===== src/rtl/pc_fetch_unit_if.sv =====
// Instruction-memory fetch bus between pc_fetch_unit (master) and instruction memory (slave).
interface pc_fetch_unit_if #(
  parameter int unsigned XLEN = 32
) ();
  logic            imem_req;
  logic [XLEN-1:0] imem_addr;
  logic [XLEN-1:0] imem_rdata;
  logic            imem_ack;

  modport master (
    output imem_req,
    output imem_addr,
    input  imem_rdata,
    input  imem_ack
  );

  modport slave (
    input  imem_req,
    input  imem_addr,
    output imem_rdata,
    output imem_ack
  );
endinterface


===== src/rtl/pc_fetch_unit.sv =====
// PC and single-outstanding instruction fetch stage feeding decode; BOOT/FETCH/ISSUE/HALTED FSM.
// Optional retired-instruction counter output enabled by defining PC_FETCH_INSTRET_EN.
module pc_fetch_unit #(
  parameter int unsigned     XLEN     = 32,
  parameter logic [XLEN-1:0] RESET_PC = '0
) (
  input  logic             clk,
  input  logic             rst_n,
  pc_fetch_unit_if.master  imem,
  output logic [XLEN-1:0]  instr,
  output logic             instr_valid,
  output logic [XLEN-1:0]  pc,
  input  logic             pc_src,
  input  logic [XLEN-1:0]  imm_ext,
  input  logic             halt,
  input  logic             stall,
  output logic             halted,
  output logic             misaligned
`ifdef PC_FETCH_INSTRET_EN
  ,
  output logic [XLEN-1:0]  instret
`endif
);

  typedef enum logic [1:0] {
    BOOT,
    FETCH,
    ISSUE,
    HALTED
  } state_e;

  state_e          state_q, state_d;
  logic [XLEN-1:0] pc_q, pc_d;
  logic [XLEN-1:0] instr_q, instr_d;
  logic [XLEN-1:0] next_pc;
  logic            req_q, req_d;
  logic            valid_q, valid_d;
  logic            halted_q, halted_d;
  logic            mis_q, mis_d;
`ifdef PC_FETCH_INSTRET_EN
  logic [XLEN-1:0] instret_q, instret_d;
`endif

  always_comb begin
    state_d  = state_q;
    pc_d     = pc_q;
    instr_d  = instr_q;
    halted_d = halted_q;
    mis_d    = mis_q;
`ifdef PC_FETCH_INSTRET_EN
    instret_d = instret_q;
`endif
    next_pc = pc_src ? (pc_q + imm_ext) : (pc_q + XLEN'(4));

    case (state_q)
      BOOT: state_d = FETCH;
      FETCH: begin
        if (imem.imem_ack) begin
          instr_d = imem.imem_rdata;
          state_d = ISSUE;
        end
      end
      ISSUE: begin
        // stall > halt > misalign > normal update
        if (!stall) begin
          if (halt) begin
            state_d  = HALTED;
            halted_d = 1'b1;
          end else begin
`ifdef PC_FETCH_INSTRET_EN
            instret_d = instret_q + XLEN'(1);
`endif
            if (next_pc[1:0] != 2'b00) begin
              state_d  = HALTED;
              halted_d = 1'b1;
              mis_d    = 1'b1;
            end else begin
              pc_d    = next_pc;
              state_d = FETCH;
            end
          end
        end
      end
      HALTED: state_d = HALTED;
      default: state_d = BOOT;
    endcase

    // Outputs registered from the next state so they are glitch-free Moore outputs.
    req_d   = (state_d == FETCH);
    valid_d = (state_d == ISSUE);
  end

  always_ff @(posedge clk or negedge rst_n) begin
    if (!rst_n) begin
      state_q  <= BOOT;
      pc_q     <= RESET_PC;
      instr_q  <= '0;
      req_q    <= 1'b0;
      valid_q  <= 1'b0;
      halted_q <= 1'b0;
      mis_q    <= 1'b0;
`ifdef PC_FETCH_INSTRET_EN
      instret_q <= '0;
`endif
    end else begin
      state_q  <= state_d;
      pc_q     <= pc_d;
      instr_q  <= instr_d;
      req_q    <= req_d;
      valid_q  <= valid_d;
      halted_q <= halted_d;
      mis_q    <= mis_d;
`ifdef PC_FETCH_INSTRET_EN
      instret_q <= instret_d;
`endif
    end
  end

  assign imem.imem_req  = req_q;
  assign imem.imem_addr = pc_q;
  assign instr          = instr_q;
  assign instr_valid    = valid_q;
  assign pc             = pc_q;
  assign halted         = halted_q;
  assign misaligned     = mis_q;
`ifdef PC_FETCH_INSTRET_EN
  assign instret        = instret_q;
`endif

endmodule


===== src/flat_wrapper.sv =====
// flat-port wrapper written by rule: the top's interface ports become plain ports
module pc_fetch_unit_flat 
#(
  parameter int unsigned     XLEN     = 32,
  parameter logic [XLEN-1:0] RESET_PC = '0
)
  (clk, rst_n, instr, instr_valid, pc, pc_src, imm_ext, halt, stall, halted, misaligned, imem_imem_req, imem_imem_addr, imem_imem_rdata, imem_imem_ack);
  pc_fetch_unit_if #(.XLEN(XLEN)) imem_i ();
  input  logic clk;
  input  logic rst_n;
  output logic [XLEN-1:0] instr;
  output logic instr_valid;
  output logic [XLEN-1:0] pc;
  input  logic pc_src;
  input  logic [XLEN-1:0] imm_ext;
  input  logic halt;
  input  logic stall;
  output logic halted;
  output logic misaligned;
  output wire logic [$bits(imem_i.imem_req)-1:0] imem_imem_req;
  output wire logic [$bits(imem_i.imem_addr)-1:0] imem_imem_addr;
  input wire logic [$bits(imem_i.imem_rdata)-1:0] imem_imem_rdata;
  input wire logic [$bits(imem_i.imem_ack)-1:0] imem_imem_ack;
  assign imem_imem_req = imem_i.imem_req;
  assign imem_imem_addr = imem_i.imem_addr;
  assign imem_i.imem_rdata = imem_imem_rdata;
  assign imem_i.imem_ack = imem_imem_ack;
  pc_fetch_unit #(.XLEN(XLEN), .RESET_PC(RESET_PC)) u_core (.clk(clk), .rst_n(rst_n), .imem(imem_i), .instr(instr), .instr_valid(instr_valid), .pc(pc), .pc_src(pc_src), .imm_ext(imm_ext), .halt(halt), .stall(stall), .halted(halted), .misaligned(misaligned));
endmodule

===== config.mk =====
export PLATFORM = sky130hd
export DESIGN_NAME = pc_fetch_unit_flat
export DESIGN_NICKNAME = d
export VERILOG_FILES = /design/src/rtl/pc_fetch_unit_if.sv /design/src/rtl/pc_fetch_unit.sv /design/src/flat_wrapper.sv
export SDC_FILE = /design/constraint.sdc
export NUM_CORES = 1
export LEC_CHECK = 0
export BUFFER_PORTS_ARGS = -buffer_cell sky130_fd_sc_hd__buf_2
export CAP_MARGIN = 5
export CORE_MARGIN = 3
export CORE_UTILIZATION = 52
export CTS_CLUSTER_SIZE = 24
export DETAILED_ROUTE_END_ITERATION = 8
export GPL_TIMING_DRIVEN = 0
export PLACE_DENSITY = 0.84
export REMOVE_ABC_BUFFERS = 1
export SETUP_SLACK_MARGIN = 0.15
export SLEW_MARGIN = 10
export SYNTH_ARGS = -nofsm -noshare
export SYNTH_HDL_FRONTEND = slang
export SYNTH_SLANG_ARGS = --single-unit
export TNS_END_PERCENT = 30

===== constraint.sdc =====
create_clock -name clk -period 3.4 [get_ports clk]
set_clock_uncertainty 0.15 [all_clocks]
set_input_delay 0.34 -clock clk [delete_from_list [all_inputs] [get_ports clk]]
set_output_delay 0.34 -clock clk [all_outputs]
set_load 0.01 [all_outputs]

==> results_dict.tcl <==
set metrics [dict create \
    status "finished clean" \
    synth_edf_count 0 \
    critical_path_class "reg -> reg" \
    reg2reg_setup_slack_ns 0.37 \
    rows 36 \
    post_cts_buffers 0 \
    worstMarginPinSlew_ns 1.22 \
    synth_cells 590 \
    cts_tree "done" \
    drive_gt1_share_pct 35.2 \
    crit_required_ns 3.52 \
    ys_warn_count 0 \
    hold_ws_ns 0.0804 \
    num_vias 4961 \
    mostFrequentLayoutCells "buf_2 (168), dfrtp_1 (70), nor2_1 (57)" \
    r2r-end "u_core.imem.imem_addr[21]" \
    drv_cap 0 \
    wl_met2_um 6630 \
    rsz0062_at_grt "false" \
    power_density_nw_per_um2 417 \
    portBuffers 169 \
    grt_pass1_vias 4468 \
    clkLatencyLatePin_ns 0.35 \
    fin_crit_ns 3.03 \
    drt-pass1-iter-count 5 \
    place_hpwl_um 10600 \
    crit_path_start_kind "flip-flop" \
    hp-start "imem_imem_rdata[9]" \
    cts_root_buf "clkbuf_8" \
    drtIter0Drc 273 \
    grt_overflow 0 \
    wire_per_inst_um 16.1 \
    synthArstFlopShare_pct 100 \
    ctsHtreeMaxLevel 3 \
    ys_ff_latch 70 \
    seq_area_frac_synth_pct 32.6 \
    finalMaxSlewViolations 0 \
    vias_per_cell 5.79 \
    place_congestion 0.919 \
    final_common_cell "buf_2" \
    top_layer "met4" \
    cts_made_buffers 9 \
    min_to "u_core.instr[9]" \
    track_usage_pct 23.4 \
    r2r-start "u_core.imem.imem_addr[4]" \
    initial_core_util_pct 54.1 \
    ir_worst_vdd_v 0.000201 \
    io_pins 170 \
    wl_met1_um 5860 \
    dieArea_um2 11600 \
    clk_pin_slew_worst_paths_ns 0.09 \
    synth.distinct_cells 79 \
    core_um2 9910 \
    synthToLayoutAreaGrowth_pct 18.1 \
    chipHeight_um 108 \
    die_w_um 108 \
    setup_violations 0 \
    synth_area_um2 5370 \
    max_slew_margin_pct 18.6 \
    n_fill_cell 814 \
    fmax_ghz 0.330 \
    endpoint_kind "flip-flop" \
    grt_first_pass_wirelength_um 21900 \
    diodes 0 \
    hold_depth 2 \
    avgSynthCellArea_um2 9.09 \
    postRouteAntennaNets 0 \
    hold_violations 0 \
    reg2reg_depth 9 \
    fin_crit_sh_pct 89.2 \
    synth-main-ff-cell "dfrtp_1" \
    cts_buffer_depth 2 \
    p_leak_nw 3.19 \
    totalWireLength_um 13800 \
    fin_nets 822 \
    met3RoutedLength_um 1110 \
    final_util_pct 63.9 \
    cp.arrival_ns 3.15 \
    grt_max_degree 74 \
    setup_ws_ns 0.366 \
    route.detailed.drc 0 \
    worst-path-max-fanout 9 \
    dp_slack_ns -0.0553 \
    hold_path_class "in -> reg" \
    antenna_found_initial 0 \
    cts_sinks 70 \
]
==> worst max-delay path by stage <==
stage | start | endpoint | slack, ns
2_1_floorplan | u_core.imem.imem_addr[0] | u_core.imem.imem_addr[31] | 0.34
3_3_place_gp | pc_src | u_core.imem.imem_addr[31] | -0.47
3_5_place_dp | pc_src | u_core.imem.imem_addr[31] | -0.06
4_1_cts | u_core.imem.imem_addr[0] | u_core.imem.imem_addr[31] | 0.41
5_1_grt | u_core.imem.imem_addr[8] | u_core.imem.imem_addr[30] | 0.17
6_report | u_core.imem.imem_addr[4] | u_core.imem.imem_addr[21] | 0.37
==> Yosys cell counts, drive strengths merged, types with 2 or more instances <==
cell,number,area [µm²]
a32oi,3,26.3
and4,3,26.3
a211oi,8,75.1
nand2b,7,43.8
a21boi,3,22.5
dfrtp,70,1750
ha,32,400
nand3b,2,15.0
o31ai,6,55.1
a31oi,10,62.6
nand2,34,130
and2,4,25.0
o32ai,3,26.3
nor2,59,224
o21ai,32,168
a22oi,3,22.5
o21bai,8,60.1
nor3,13,65.1
clkbuf,15,67.6
inv,18,67.6
nor2b,3,18.8
o22ai,3,18.8
nor4b,4,35.0
nand3,14,82.6
o211ai,4,40.0
mux2,34,383
a21o,16,124
a21oi,56,284
a2111oi,2,23.8
or3,2,12.5
and3,6,43.8
o22a,7,61.3
a221oi,4,41.3
nor4,2,33.8
buf,39,279
o21a,3,22.5
xnor2,19,166
nand4,14,124
xor2,8,70.1
==> critical path, stage by stage (launching register included) <==
cell and delay, ns:
dfrtp_1 0.49, ha_1 0.38, a21oi_1 0.35, o211ai_2 0.25, a2111oi_2 0.46, nor4_2 0.14
o2111ai_2 0.27, o21ai_2 0.09, xnor2_1 0.14, a211oi_2 0.23
==> logic make-up (layout without fill, tap and decap cells) <==
logic type / after synthesis / in the layout / share of synthesized area, %
AO/OA/AOI/OAI: 180 / 180 / 22.8
flip-flops: 70 / 70 / 32.6
buffers and inverters: 73 / 207 / 7.88
AND/OR/NAND/NOR: 172 / 172 / 17.1
XOR/XNOR: 27 / 27 / 4.41
adder cells (fa/ha/maj): 33 / 33 / 7.84
multiplexers: 35 / 35 / 7.32
==> metrics by stage <==
| step | setup TNS (ns) | std cells | instance area (µm²) | total power [mW] |
|---|---|---|---|---|
| 3_3_place_gp | -2.62 | 837 | 6020 | 1.85 |
| 4_1_cts | 0 | 857 | 6330 | 2.65 |
| 5_1_grt | 0 | 857 | 6330 | 2.80 |
| 6_report | 0 | 857 | 6330 | 2.64 |
| 2_1_floorplan | 0 | 535 | 5010 | 1.55 |
| 3_5_place_dp | -0.0898 | 840 | 6090 | 1.88 |
==> metal layers <==
metal  GRT usage [%]  vias up
li1                -     2403
met1            30.5     2300
met2            39.6      232
met3            5.10       26
met4            6.13        0
met5               0        -
==> registers in the layout (all words and copies together), names as in the netlist <==
register,cells
u_core.state_q,2
u_core.instr,32
u_core.instr_valid,1
u_core.imem.imem_addr,32
u_core.halted,1
u_core.misaligned,1
u_core.imem.imem_req,1
==> cell type report <==
| type | instances | area (µm²) | share of cell area (%) |
|---|---|---|---|
| Multi-Input combinational cell | 447 | 3200 | 50.6 |
| Sequential cell | 70 | 1750 | 27.7 |
| Tap cell | 133 | 166 | 2.63 |
| Timing Repair Buffer | 173 | 916 | 14.5 |
| Clock inverter | 6 | 92.6 | 1.46 |
| Clock buffer | 10 | 138 | 2.17 |
| Inverter | 18 | 67.6 | 1.07 |
==> power breakdown <==
group / internal [mW] / switching [mW] / leakage [nW]
combinational: 0.377 / 0.451 / 2.18
sequential: 0.935 / 0.105 / 0.903
clock: 0.438 / 0.338 / 0.110
total: 1.75 / 0.895 / 3.19
==> what timing repair did <==
item / CTS / global route
hold buffers: 1 / 0
setup endpoints to repair: 1 / 1
gates resized for setup: 1 / 1
hold endpoints to repair: 70 / 0
(Power assumes the default switching activity.)
